$ cat config.mk
export PLATFORM = sky130hd
export DESIGN_NAME = mem_dstb_n
export DESIGN_NICKNAME = d
export VERILOG_FILES = /design/src/rtl/mem_dstb_pkg.sv /design/src/rtl/mem_dstb_dec.sv /design/src/rtl/mem_dstb_n.sv
export SDC_FILE = /design/constraint.sdc
export NUM_CORES = 1
export LEC_CHECK = 0
export BUFFER_PORTS_ARGS = -buffer_cell sky130_fd_sc_hd__buf_2
export CORE_AREA = 2 2 184 186
export DETAILED_ROUTE_END_ITERATION = 8
export DIE_AREA = 0 0 186 188
export GPL_TIMING_DRIVEN = 0
export PLACE_DENSITY = 0.5
export SYNTH_ARGS = -nofsm -noshare
export SYNTH_HDL_FRONTEND = slang
export SYNTH_SLANG_ARGS = --single-unit
$ cat constraint.sdc
create_clock -name clk -period 4.6 [get_ports clk]
set_input_delay 0.69 -clock clk [delete_from_list [all_inputs] [get_ports clk]]
set_output_delay 0.69 -clock clk [all_outputs]
set_load 0.005 [all_outputs]
$ cat src/rtl/mem_dstb_pkg.sv
// mem_dstb_pkg: response codes, FSM states and default CLINT/memory windows for mem_dstb_n
package mem_dstb_pkg;
  localparam logic [1:0] RESP_OKAY   = 2'b00;
  localparam logic [1:0] RESP_SLVERR = 2'b10;
  localparam logic [1:0] RESP_DECERR = 2'b11;
  localparam logic [63:0] DEF_CLINT_BASE = 64'h0000_0000_0200_0000;
  localparam logic [63:0] DEF_CLINT_MASK = 64'hFFFF_FFFF_FFFF_0000;
  localparam logic [63:0] DEF_MEM_BASE   = 64'h0000_0000_8000_0000;
  localparam logic [63:0] DEF_MEM_MASK   = 64'hFFFF_FFFF_8000_0000;
  typedef enum logic [1:0] {ST_IDLE, ST_BUSY, ST_ERR} state_t;
endpackage

$ cat src/rtl/mem_dstb_dec.sv
// mem_dstb_dec: combinational address decoder, one-hot lowest-index window hit plus miss flag
//   i_addr : request address
//   o_hit  : one-hot hit, lowest hitting channel only
//   o_miss : no channel window matches
module mem_dstb_dec #(
  parameter int N_CH = 2,
  parameter int ADDR_W = 64,
  parameter logic [N_CH*ADDR_W-1:0] CH_BASE = '0,
  parameter logic [N_CH*ADDR_W-1:0] CH_MASK = '0
) (
  input  logic [ADDR_W-1:0] i_addr,
  output logic [N_CH-1:0]   o_hit,
  output logic              o_miss
);
  always_comb begin
    o_hit = '0;
    for (int i = N_CH - 1; i >= 0; i--)
      if ((i_addr & CH_MASK[i*ADDR_W +: ADDR_W]) == CH_BASE[i*ADDR_W +: ADDR_W]) o_hit = N_CH'(1) << i;
  end
  assign o_miss = ~|o_hit;
endmodule

$ cat src/rtl/mem_dstb_n.sv
// mem_dstb_n: N-channel LSU data-side request distributor with decode error and optional timeout
//   clk, rst_n            : clock, synchronous active-low reset
//   up_*                  : LSU request (valid held until up_ready) and completion response
//   dn_valid / dn_ready   : per-channel request valid and completion pulse
//   dn_addr..dn_req       : registered request bus shared by all channels
//   dn_data_read, dn_resp : per-channel read data and response
//   Optional MEM_DSTB_TIMEOUT_EN: SLVERR after TIMEOUT_CYCLES BUSY cycles without dn_ready[sel]
module mem_dstb_n
  import mem_dstb_pkg::*;
#(
  parameter int N_CH = 2,
  parameter int ADDR_W = 64,
  parameter int DATA_W = 64,
  parameter logic [N_CH*ADDR_W-1:0] CH_BASE = {DEF_MEM_BASE, DEF_CLINT_BASE},
  parameter logic [N_CH*ADDR_W-1:0] CH_MASK = {DEF_MEM_MASK, DEF_CLINT_MASK},
  parameter logic [N_CH-1:0] SKIP_MASK = 2'b01,
  parameter int TIMEOUT_CYCLES = 256
) (
  input  logic                   clk,
  input  logic                   rst_n,
  input  logic                   up_valid,
  output logic                   up_ready,
  input  logic [ADDR_W-1:0]      up_addr,
  input  logic [DATA_W-1:0]      up_data_write,
  input  logic [1:0]             up_size,
  input  logic                   up_req,
  output logic [DATA_W-1:0]      up_data_read,
  output logic [1:0]             up_resp,
  output logic                   up_skip,
  output logic [N_CH-1:0]        dn_valid,
  input  logic [N_CH-1:0]        dn_ready,
  output logic [ADDR_W-1:0]      dn_addr,
  output logic [DATA_W-1:0]      dn_data_write,
  output logic [1:0]             dn_size,
  output logic                   dn_req,
  input  logic [N_CH*DATA_W-1:0] dn_data_read,
  input  logic [N_CH*2-1:0]      dn_resp
);
  state_t r_state;
  logic [N_CH-1:0] r_sel, w_hit;
  logic r_skip, w_miss, w_done, w_tmo;
  logic [DATA_W-1:0] w_rd;
  logic [1:0] w_rsp;
  mem_dstb_dec #(.N_CH(N_CH), .ADDR_W(ADDR_W), .CH_BASE(CH_BASE), .CH_MASK(CH_MASK)) u_dec (
    .i_addr(up_addr), .o_hit(w_hit), .o_miss(w_miss)
  );
  assign w_done = r_state == ST_BUSY && |(dn_ready & r_sel);
`ifdef MEM_DSTB_TIMEOUT_EN
  localparam int CW = $clog2(TIMEOUT_CYCLES + 1);
  logic [CW-1:0] r_cnt;
  always_ff @(posedge clk)
    if (!rst_n || r_state != ST_BUSY) r_cnt <= '0;
    else r_cnt <= r_cnt + CW'(1);
  // a slave completion in the timeout cycle takes priority over the timeout
  assign w_tmo = r_state == ST_BUSY && !w_done && r_cnt == CW'(TIMEOUT_CYCLES - 1);
`else
  assign w_tmo = TIMEOUT_CYCLES < 0;
`endif
  always_ff @(posedge clk)
    if (!rst_n) begin
      r_state <= ST_IDLE;
      r_sel <= '0;
      r_skip <= 1'b0;
      dn_valid <= '0;
      dn_addr <= '0;
      dn_data_write <= '0;
      dn_size <= '0;
      dn_req <= 1'b0;
    end else case (r_state)
      ST_IDLE: if (up_valid) begin
        if (w_miss) r_state <= ST_ERR;
        else begin
          r_state <= ST_BUSY;
          r_sel <= w_hit;
          r_skip <= |(w_hit & SKIP_MASK);
          dn_valid <= w_hit;
          dn_addr <= up_addr;
          dn_data_write <= up_data_write;
          dn_size <= up_size;
          dn_req <= up_req;
        end
      end
      ST_BUSY: if (w_done || w_tmo) begin
        r_state <= ST_IDLE;
        dn_valid <= '0;
      end
      default: r_state <= ST_IDLE;
    endcase
  always_comb begin
    w_rd = '0;
    w_rsp = '0;
    for (int i = 0; i < N_CH; i++) begin
      w_rd = w_rd | (r_sel[i] ? dn_data_read[i*DATA_W +: DATA_W] : '0);
      w_rsp = w_rsp | (r_sel[i] ? dn_resp[i*2 +: 2] : 2'b00);
    end
  end
  assign up_ready = r_state == ST_ERR || w_done || w_tmo;
  assign up_data_read = w_done ? w_rd : '0;
  assign up_resp = w_done ? w_rsp : r_state == ST_ERR ? RESP_DECERR : w_tmo ? RESP_SLVERR : RESP_OKAY;
  assign up_skip = w_done & r_skip;
endmodule

## Word-level counts from Yosys, hierarchy flattened

Cells that the tools add are included.
W data, S select, Z words.

- Bits in latches: 0
- Memory bits (read-only): 0
- Register bits: 138
- Memories: 0
- Input bits: 268
- RAM bits: 0

- Mux-type cells: 16
- Magnitude comparators: 0
- Multipliers: 0
- Equal/unequal tests: 7
- Bitwise gates (word level): 4
- Add/subtract/negate cells: 0
- Reduce and logical (&&, ||, !) cells: 9
- Divide/modulo/power cells: 0
- Shift-type cells: 0

Operators with widths:

| cell | count |
|---|---|
| $mux W64 | 3 |
| $or A64 B64 Y64 | 1 |
| $eq A48 B10 Y1 const B | 1 |
| $eq A33 B1 Y1 const B | 1 |
| $mux W2 | 11 |
| $pmux W2 S2 | 2 |
| $ne A2 B2 Y1 const B | 2 |
| $reduce_and A4 Y1 | 1 |
| $reduce_or A2 Y1 | 2 |
| $reduce_and A3 Y1 | 1 |
| $and A2 B2 Y2 | 1 |
| $eq A2 B1 Y1 const B | 1 |
| $eq A2 B2 Y1 const B | 1 |
| $logic_not A2 Y1 | 1 |
| $ne A2 B1 Y1 const B | 1 |
| $or A2 B2 Y2 | 1 |
| $reduce_and A2 Y1 | 1 |
| $reduce_bool A2 Y1 | 1 |
| $and A1 B1 Y1 | 1 |
| $logic_and A1 B1 Y1 | 1 |
| $logic_or A1 B1 Y1 | 1 |

## Longest topological paths before layout

Gate-level depths: netlist of the first run.

- Depth in word-level cells: 7
- Gate-level depth with buffers: 8
- Depth with buffers taken out: 5

## Cells and area by module

A second synthesis of the first run with hierarchy kept.

- Cell total of the unflattened synthesis: 705
- Area total of the unflattened synthesis: 5555.3 sq um

By module, submodules not included:

| module | times used | area each (sq um) | sequential area each (sq um) | cells each |
|---|---|---|---|---|
| mem_dstb_n | 1 | 5430.2 | 2742.6 | 686 |
| mem_dstb_dec | 1 | 125.1 | 0.0 | 19 |

## Least setup slack after synthesis of the first run

No wires, ideal clock.

- Path kind: in2out
- From: in dn_ready[0]
- To: out up_data_read[34]
- Stages: 7
- Data required time: 3910 ps
- Arrival time: 1943 ps
- Buffers on the path: 3
- Path slack: 1967 ps
- Cell sequence: a22oi_1 nor2_1 and2_1 clkbuf_1 clkbuf_1 buf_1 a22o_1

- Word-level cells in the longest chain between the ends: 4

RTL lines:

| element | RTL line | source |
|---|---|---|
| start: declaration | mem_dstb_n.sv:31 | `input logic [N_CH-1:0] dn_ready,` |
| $and A2 B2 Y2 | mem_dstb_n.sv:47 | `assign w_done = r_state == ST_BUSY && \|(dn_ready & r_sel);` |
| $reduce_or A2 Y1 | mem_dstb_n.sv:47 |  |
| $logic_and A1 B1 Y1 | mem_dstb_n.sv:47 |  |
| $mux W64 | mem_dstb_n.sv:98 | `assign up_data_read = w_done ? w_rd : '0;` |
| end: declaration | mem_dstb_n.sv:27 | `output logic [DATA_W-1:0] up_data_read,` |

Every way passes these cells.

## Final worst setup path of the first run

- From: reg r_state[1]
- To: out up_data_read[38]

- Word-level cells in the longest chain between the ends: 3

RTL lines:

| element | RTL line | source |
|---|---|---|
| start: declaration | mem_dstb_n.sv:39 | `state_t r_state;` |
| start signal: assignment | mem_dstb_n.sv:61 | `r_state <= ST_IDLE;` |
| start signal: assignment | mem_dstb_n.sv:71 | `if (w_miss) r_state <= ST_ERR;` |
| start signal: assignment | mem_dstb_n.sv:73 | `r_state <= ST_BUSY;` |
| $eq A2 B1 Y1 | mem_dstb_n.sv:47 |  |
| $logic_and A1 B1 Y1 | mem_dstb_n.sv:47 |  |
| $mux W64 | mem_dstb_n.sv:98 |  |

Every way passes these cells.

==> metrics.csv, run 1 <==
stage,metric,value,unit
synthesis,ys_seq_area_share,50.0,%
critical_path,rr_endpoint,dn_addr[25],
drt,route.vias.total,6612,
floorplanning,initial_utilization,16.6,%
floorplanning,row_count,67,
timing,tightest_slew,0.866,ns
placed_design,portBuffers,467,
drt,wl_per_cell,18.8,um
grt,grt_pass1_wl,40700,um
drt,drt_iter0_markers,272,
timing,setup_slack,1.01,ns
power,power_density,304,nW/um^2
timing,rsz0062_at_grt,no,
critical_path,worstSetupEndpointType,primary output,
timing,finClkSkew,0.00699,ns
critical_path,r2r_slack,2.32,ns
synthesis,synth_ff_type,dfxtp_1,
timing,setup_viol,0,
drt,drt_wl_total,29600,um
synthesis,synth_compound_area_share,13.6,%
layout,final_cell_mix,"buf_2 (476), nand3_1 (166), dfxtp_1 (137)",
clocking,cts.sinks,137,
synthesis,synthArstFlopShare,0,%
placed_design,post-place-cells,1544,
grt,grt_pass1_vias,6531,
placed_design,dp.final_hpwl,24400,um
drt,antenna_left,0,
synthesis,synth_top_family_by_area,simple AND/OR/NAND/NOR gates,
clocking,clk_pin_slew,0.06,ns
floorplanning,core,33100,um^2
grt,antenna_found_initial,3,
critical_path,criticalPathCategory,reg -> out,
placed_design,pre_cts_slack,1.07,ns
floorplanning,die_h,188,um
clocking,clockBufferDepth,2,
drt,viasPerCell,4.20,
layout,finalNetCount,1383,
critical_path,arrival,2.90,ns
synthesis,synth_cell_types,32,
drt,drt-pass1-iter-count,5,
synthesis,syn_area,5490,um^2
synthesis,synth_enable_flop_cells,0,
power,finalPower,2.73,mW
critical_path,cp_max_fo,10,
synthesis,syn_nets,897,
synthesis,ys_ff_latch,137,
timing,finalHoldWorstSlack,0.443,ns
critical_path,r2r_start,r_state[0],
critical_path,required,3.91,ns
timing,fin_crit_sh,78.1,%
clocking,post_cts_buffers,0,
power,peakVddDrop,0.000204,V
clocking,cts_max_level,4,
synthesis,synthAdderAreaFrac,0,%
layout,final_common_cell,buf_2,
synthesis,avgSynthCellArea,8.72,um^2
critical_path,endpoint,up_data_read[38],
clocking,cts_buffers,17,
synthesis,synth-xor-area-share,0,%
timing,finalHoldViolCount,0,
flow_run,drv_cap,0,
clocking,cts-hold-fix-buffers,0,
clocking,tritoncts,built,
outcome,status,completed,
placed_design,gp_congestion,0.871,
clocking,cts_resized,0,
worst_hold_path,hp-class,reg -> reg,
timing,fmaxAchievable,0.278,GHz
critical_path,r2r_cells,6,
layout,layout-area-overhead-vs-synth,63.5,%
clocking,root_buffer,clkbuf_16,
grt,grt_max_degree,17,
timing,tns,0,ns
timing,slew_headroom,42.2,%
floorplanning,dieArea,35000,um^2
drt,drc,0,
floorplanning,die_w,186,um
power,p_leak,4.89,nW
synthesis,synthSimpleGateAreaFrac,30.5,%
grt,overflow,0,
grt,grtUsageTotal,16.0,%
critical_path,crit_path_start,r_state[1],
critical_path,cp-start-kind,register,
timing,finalMaxSlewViolations,0,
synthesis,ys_warn_count,0,
floorplanning,ioPinCount,469,
synthesis,netlist_instances,629,
clocking,worstSkewPairLatency,0.42,ns
synthesis,synthMuxAreaShare,0.365,%
layout,layoutNonFillerInstCount,1573,
layout,layout-drive-gt1-share,45.8,%
timing,period_needed,3.59,ns
## layout make-up
type / instances / area, um^2
plain buffers: 64 / 300
diodes: 1 / 2.50
clock buffers: 21 / 480
repair buffers: 467 / 2340
well taps: 448 / 561
multi-input cells: 427 / 2450
flip-flops and latches: 137 / 2740
inverters: 1 / 3.75
clock inverters: 7 / 95.1
fillers: 3707 / 24100
## layer usage
layer | routed length (um) | global-route usage [%] | vias to the layer above
met5 | 11 | 0 | -
met4 | 1120 | 7.60 | 2
met2 | 14800 | 29.1 | 279
met1 | 11300 | 16.7 | 3053
li1 | - | - | 3235
met3 | 2380 | 4.78 | 43
## metrics by stage
step	cell area [um^2]	util, %
after global routing	8970	27.1
after global placement	8380	25.3
after detailed placement	8390	25.3
after CTS	8970	27.1
after floorplan	5490	-
final	8970	27.1
## Yosys cell counts (2+ instances only)
cell type / number / area, um^2
and2_1: 2 / 12.5
nor2b_1: 17 / 106
nand2_1: 91 / 342
o21ai_0: 2 / 10.0
buf_6: 6 / 67.6
a221o_1: 2 / 20.0
nand3_1: 166 / 831
nor2_1: 4 / 15.0
a22oi_1: 15 / 113
nand4_1: 4 / 25.0
buf_1: 13 / 48.8
clkbuf_1: 35 / 131
nor4_1: 12 / 75.1
o21a_1: 2 / 15.0
a22o_1: 64 / 561
buf_2: 9 / 45.0
and3_1: 33 / 206
mux2i_1: 2 / 20.0
dfxtp_1: 137 / 2740
## critical path, cell delays in order, from the launching register on
cell	delay [ns]
dfxtp_1	0.33
nand2b_1	0.21
nor2_1	0.25
and2_1	0.17
clkbuf_1	0.15
clkbuf_1	0.49
buf_1	0.43
a22o_1	0.22
buf_2	0.21
## cells by family (layout without fill, tap and decap cells)
logic type / Yosys count / after routing
AO/OA/AOI/OAI: 88 / 88
AND/OR/NAND/NOR: 337 / 337
flip-flops: 137 / 137
buffers and inverters: 65 / 560
multiplexers: 2 / 2
other: 0 / 1
## worst min-delay path by stage
stage,startpoint,end,depth (start not counted),slack [ns]
finish,dn_size[1],dn_size[1],2,0.44
global route,dn_data_write[9],dn_data_write[9],2,0.47
CTS,dn_data_write[49],dn_data_write[49],2,0.45
detailed placement,dn_data_write[56],dn_data_write[56],2,0.44
global placement,dn_data_write[47],dn_data_write[47],2,0.43
floorplan,r_sel[1],r_sel[1],2,0.44
## power breakdown
group	leakage [nW]	switching, mW	total, mW	internal (mW)
combinational	3.51	0.0856	0.178	0.0924
clock	0.271	0.518	1.36	0.842
sequential	1.10	0.000499	1.19	1.19
total	4.89	0.604	2.73	2.12
## registers in the layout, summed over array words and instances (netlist names)
signal,count
dn_addr,64
r_state,2
dn_data_write,64
dn_req,1
dn_valid,2
r_sel,2
dn_size,2
Note: power is estimated with default switching activity, not from simulation.
==> inputs of run 2 (changes only) <==
- CORE_AREA: 2 2 184 186 -> 2 2 180 182
- DIE_AREA: 0 0 186 188 -> 0 0 182 184
- PLACE_DENSITY: 0.5 -> 0.51
- clock period: 4.6 -> 3.6 ns (I/O delays scaled with it)
==> run 2 against run 1 <==
Against the previous run:
- setup slack worse by 0.81 ns
- die area is 4.2% lower
- register-to-register slack worse by 1.4 ns
- highest routed layer unchanged
==> metrics.csv, run 2 (same netlist as run 1, synthesis figures left out) <==
stage,metric,value,unit,change
placed_design,portBuffers,467,,unchanged
drt,drt_wl_total,31800,um,+7.4%
grt,grt_pass1_vias,6533,,+0.031%
floorplanning,initial_utilization,17.5,%,+0.91 points
timing,period_needed,3.40,ns,
drt,drc,0,,unchanged
floorplanning,ioPinCount,469,,unchanged
clocking,clockBufferDepth,2,,unchanged
clocking,tritoncts,built,,
critical_path,path_common_cell,buf_2,,
layout,reg_top3,"dn_addr (64), dn_data_write (64)",,
drt,antenna_left,0,,unchanged
floorplanning,die_h,184,um,-2.1%
critical_path,path_cells,buf_2 > nor4_1 > nand4_1 > nor4_1 > buf_2 > buf_2 > nand3_1 > nand2_1,,
drt,drt-pass1-iter-count,4,,-1
layout,nFillCells,3501,,-5.6%
critical_path,cp_slowest_stage_delay,1.16,ns,+0.67 ns
clocking,cts.sinks,137,,unchanged
timing,fmaxAchievable,0.294,GHz,
power,intPower,2.63,mW,+24%
critical_path,cp_slowest_cell,nor4_1,,
timing,finClkSkew,0.0114,ns,+0.00441 ns
clocking,root_buffer,clkbuf_16,,
drt,drt_iter0_markers,414,,+52%
clocking,cts-hold-fix-buffers,0,,unchanged
clocking,cts_buffers,17,,unchanged
timing,setup_viol,0,,unchanged
clocking,worstSkewPairLatency,0.43,ns,about the same
layout,layout-drive-gt1-share,46.0,%,+0.19 points
clocking,cts_max_level,4,,unchanged
layout,layout-area-overhead-vs-synth,62.2,%,
layout,fin_area,8900,um^2,-0.77%
timing,tightest_slew,1.31,ns,+0.448 ns
timing,rsz0062_at_grt,no,,
layout,layoutNonFillerInstCount,1530,,-2.7%
critical_path,cp-start-kind,input port,,
timing,setup_slack,0.199,ns,-0.809 ns
timing,tns,0,ns,unchanged
flow_run,drv_cap,0,,unchanged
placed_design,gp_congestion,1.03,,+18%
critical_path,required,3.97,ns,+0.06 ns
power,switchingPower,842,uW,+39%
floorplanning,core,31400,um^2,-5.2%
timing,fin_crit_sh,94.5,%,
layout,utilization,28.3,%,+1.3 points
floorplanning,die_w,182,um,-2.2%
outcome,status,completed,,
grt,antenna_found_initial,2,,-1
critical_path,criticalPathCategory,in -> reg,,
grt,overflow,0,,unchanged
floorplanning,row_count,65,,-3.0%
grt,grtUsageTotal,18.1,%,+2.0 points
grt,grt_pass1_wl,43500,um,+7.0%
power,switching_share,24.3,%,+2.1 points
placed_design,pre_cts_slack,-0.210,ns,-1.28 ns
layout,finalNetCount,1383,,unchanged
power,p_comb_share,6.9,%,+0.4 points
placed_design,placed_area,8330,um^2,-0.76%
layout,final_common_cell,buf_2,,
placed_design,post-place-cells,1498,,-3.0%
layout,final_cell_mix,"buf_2 (476), nand3_1 (166), dfxtp_1 (137)",,
critical_path,worstSetupEndpointType,register,,
timing,slew_headroom,11.6,%,-31 points
drt,route.vias.total,6779,,+2.5%
grt,grt_max_degree,17,,unchanged
timing,finalHoldWorstSlack,0.324,ns,-0.119 ns
drt,viasPerCell,4.43,,+5.4%
power,power_density,390,nW/um^2,+28%
layout,num_antenna_cells,0,,-1
power,power_frac_seq,43.7,%,about the same
worst_hold_path,hp-class,in -> reg,,
placed_design,dp.final_hpwl,26100,um,+7.0%
floorplanning,dieArea,33500,um^2,-4.2%
power,p_leak,4.89,nW,about the same
timing,finalHoldViolCount,0,,unchanged
power,clkPwrFrac,49.4,%,-0.5 points
power,peakVddDrop,0.000207,V,+1.4%
power,finalPower,3.47,mW,+27%
drt,wl_per_cell,20.8,um,+10%
timing,finalMaxSlewViolations,0,,unchanged
clocking,post_cts_buffers,0,,unchanged
critical_path,arrival,3.77,ns,+0.87 ns
critical_path,cp_max_fo,10,,unchanged
clocking,clk_pin_slew,0.07,ns,about the same
[run 2: cell types whose count changed in the layout (fill, tap and decap cells not counted), sizes merged]
cell	change
diode	-1
clkbuf	-2
inv	+3
clkinv	+4
bufinv	-1
[run 2: power by group through the flow]
stage	clock network, mW	registers [mW]	logic, mW
6_report	1.71	1.52	0.239
2_1_floorplan	0	1.55	0.0457
4_1_cts	1.76	1.52	0.238
3_3_place_gp	0	1.55	0.236
5_1_grt	1.83	1.52	0.256
3_5_place_dp	0	1.55	0.236
[run 2: what timing repair did]
action                     4_1_cts  5_1_grt
resized for setup                0        2
setup endpoints to repair        0        5
hold endpoints to repair         0        0
[run 2: worst max-delay path: cells and delay by family]
family	cells	cell delay, ns
and+or+nand+nor	5	2.32
buffers and inverters	3	0.89
[run 2: layout make-up]
class                      count  area, um^2  share of cell area (%)
multi-input combinational    427        2440                    27.4
clock buffer                  19         453                    5.09
timing repair buffer         467        2340                    26.3
clock inverter                13         119                    1.34
tap                          402         503                    5.65
buffer                        64         302                    3.39
inverter                       1        3.75                  0.0422
sequential                   137        2740                    30.8
[run 2: path summary, 6_finish.rpt]
kind                                         from                 to  slack, ns  cells past startpoint
worst max register to register         r_state[0]  dn_data_write[33]       0.94                      7
worst min register to register  dn_data_write[57]  dn_data_write[57]       0.44                      2
worst max-delay path                  up_addr[32]  dn_data_write[33]       0.20                      8
worst min-delay path            up_data_write[20]  dn_data_write[20]       0.32                      3
[run 2: metal layers]
metal  GRT usage (%)  vias to the layer above  share of wire [%]
met5               0                        -              0.079
met4            7.87                        4                3.3
met3            5.43                       35                8.0
met2            30.7                      324                 49
met1            21.2                     3173                 40
li1                -                     3243                  -
==> inputs of run 3 (changes only) <==
- GPL_TIMING_DRIVEN: 0 -> not set
==> run 3 against run 2 <==
Against the previous run:
- setup slack improved by 0.33 ns
- critical path depth decreased by 2
- clock skew about the same
- sequential cell count unchanged
- register-to-register slack improved by 0.61 ns
- core utilization decreased by 0.48 points
- non-clock buffer count decreased by 47
- combinational power decreased by 5%
- global-route usage decreased by 1.2 points
- final area decreased by 1.7%
==> metrics.csv, run 3 (same netlist as run 1, synthesis figures left out) <==
stage,metric,value,unit,change
outcome,status,completed,,
critical_path,criticalPathCategory,reg -> out,,
placed_design,placed_area,8210,um^2,-1.4%
floorplanning,ioPinCount,469,,unchanged
layout,finalNetCount,1336,,-3.4%
layout,reg_top3,"dn_addr (64), dn_data_write (64)",,
grt,grt_max_degree,118,,+101
floorplanning,die_h,184,um,unchanged
critical_path,rr_endpoint,r_sel[0],,
layout,layout-area-overhead-vs-synth,59.5,%,
critical_path,r2r_cells,6,,-1
timing,rsz0062_at_grt,no,,
timing,finalMaxSlewViolations,0,,unchanged
layout,fin_area,8750,um^2,-1.7%
placed_design,gp_congestion,0.999,,-2.7%
layout,layout-drive-gt1-share,48.2,%,+2.2 points
critical_path,arrival,2.53,ns,-1.24 ns
flow_run,drv_cap,0,,unchanged
drt,wl_per_cell,20.0,um,-3.7%
timing,finalHoldViolCount,0,,unchanged
clocking,clk_pin_slew,0.07,ns,about the same
critical_path,cp_max_fo,37,,+27
timing,tns,0,ns,unchanged
drt,drt_wl_total,29700,um,-6.7%
power,power_density,384,nW/um^2,-1.5%
worst_hold_path,min_from,up_data_write[13],,
timing,fin_crit_sh,85.2,%,-9.3 points
grt,antenna_found_initial,1,,-1
clocking,clockBufferDepth,2,,unchanged
timing,fmaxAchievable,0.326,GHz,+11%
critical_path,cpLargestDelayFamily,simple AND/OR/NAND/NOR gates,,
critical_path,path_cells,nand2b_1 > nor2_1 > and2_2 > buf_4 > a22o_1 > buf_2,,
clocking,worstSkewPairLatency,0.42,ns,about the same
critical_path,cp_slowest_stage_delay,0.67,ns,-0.49 ns
layout,final_cell_mix,"buf_2 (467), nand3_1 (166), dfxtp_1 (137)",,
floorplanning,core,31400,um^2,unchanged
grt,grt_pass1_vias,6136,,-6.1%
layout,num_antenna_cells,0,,unchanged
critical_path,cp.depth,6,,-2
critical_path,required,3.06,ns,-0.91 ns
clocking,root_buffer,clkbuf_16,,
critical_path,cp-start-kind,register,,
layout,utilization,27.9,%,-0.48 points
drt,drt-pass1-iter-count,5,,+1
critical_path,worstSetupEndpointType,primary output,,
clocking,tritoncts,built,,
drt,antenna_left,0,,unchanged
worst_hold_path,whs_path_depth,3,,unchanged
timing,period_needed,3.07,ns,-0.335 ns
drt,route.vias.total,6554,,-3.3%
critical_path,critPathBufInv,2,,-1
timing,tightest_slew,0.747,ns,-0.567 ns
clocking,cts.sinks,137,,unchanged
grt,grt_pass1_wl,41000,um,-5.7%
clocking,cts_resized,0,,unchanged
drt,viasPerCell,4.42,,-0.26%
timing,setup_viol,0,,unchanged
clocking,cts_max_level,4,,unchanged
drt,drt_iter0_markers,276,,-33%
drt,drc,0,,unchanged
power,peakVddDrop,0.000178,V,-14%
floorplanning,die_w,182,um,unchanged
critical_path,r2r_slack,1.55,ns,+0.61 ns
placed_design,portBuffers,468,,+0.21%
floorplanning,dieArea,33500,um^2,unchanged
clocking,cts_buffers,17,,unchanged
worst_hold_path,min_to,dn_data_write[13],,
layout,final_common_cell,buf_2,,
timing,finClkSkew,0.0116,ns,+0.000227 ns
worst_hold_path,hp-class,in -> reg,,
critical_path,cp_slowest_cell,and2_2,,
grt,grtUsageTotal,16.9,%,-1.2 points
floorplanning,row_count,65,,unchanged
power,p_leak,4.83,nW,-1.2%
clocking,post_cts_buffers,0,,unchanged
grt,overflow,0,,unchanged
clocking,cts-hold-fix-buffers,0,,unchanged
timing,slew_headroom,50.2,%,+39 points
critical_path,r2r_start,r_state[1],,
floorplanning,initial_utilization,17.5,%,unchanged
placed_design,dp.final_hpwl,23500,um,-10%
run 3: cell count changes in the layout (fill, tap and decap cells not counted), sizes merged:
| cell | change |
|---|---|
| clkbuf | -34 |
| buf | -12 |
| bufinv | -1 |
| clkinvlp | +2 |
| clkinv | -2 |
run 3: worst max-delay path by stage:
stage | endpoint | slack (ns) | from
floorplan | up_data_read[34] | 1.27 | dn_ready[0]
global route | up_data_read[60] | 0.36 | r_state[0]
detailed placement | dn_data_write[58] | 0.66 | up_addr[51]
finish | up_data_read[59] | 0.53 | r_state[1]
CTS | up_data_read[44] | 0.49 | r_state[1]
global placement | dn_addr[11] | 0.59 | up_addr[51]
run 3: through the flow:
stage	cells	setup slack, ns	power [mW]	hold WS (ns)
final	1483	0.534	3.36	0.331
after global routing	1483	0.365	3.50	0.322
after CTS	1483	0.485	3.42	0.304
after detailed placement	1451	0.655	1.78	0.437
after global placement	1451	0.591	1.78	0.433
after floorplan	629	1.27	1.60	0.444
run 3: power by group:
part	switching, mW	internal, mW	leakage, nW
clock network	0.708	0.905	0.246
logic	0.111	0.117	3.48
registers	0.000694	1.52	1.10
run 3: per-layer routing:
metal	track usage, %	part of all wire (%)	up-vias
li1	-	-	3150
met1	19.5	39	3039
met2	27.9	48	319
met3	6.00	9.2	44
met4	7.94	3.8	2
met5	0	0.044	-
run 3: final cells by class:
type / instances / area (um^2)
Clock buffer: 20 / 447
Clock inverter: 12 / 93.8
Fill cell: 3429 / 22600
Inverter: 1 / 3.75
Multi-Input combinational cell: 427 / 2450
Sequential cell: 137 / 2740
Tap cell: 402 / 503
Timing Repair Buffer: 484 / 2510
run 3: worst reg2reg max path, cell delays in order (launching register included):
cell and delay [ns]:
dfxtp_1 0.34, nor3b_1 0.44, nand2_1 0.18, nor3_2 0.45, buf_4 0.30, nor2b_1 0.07
o21a_1 0.16
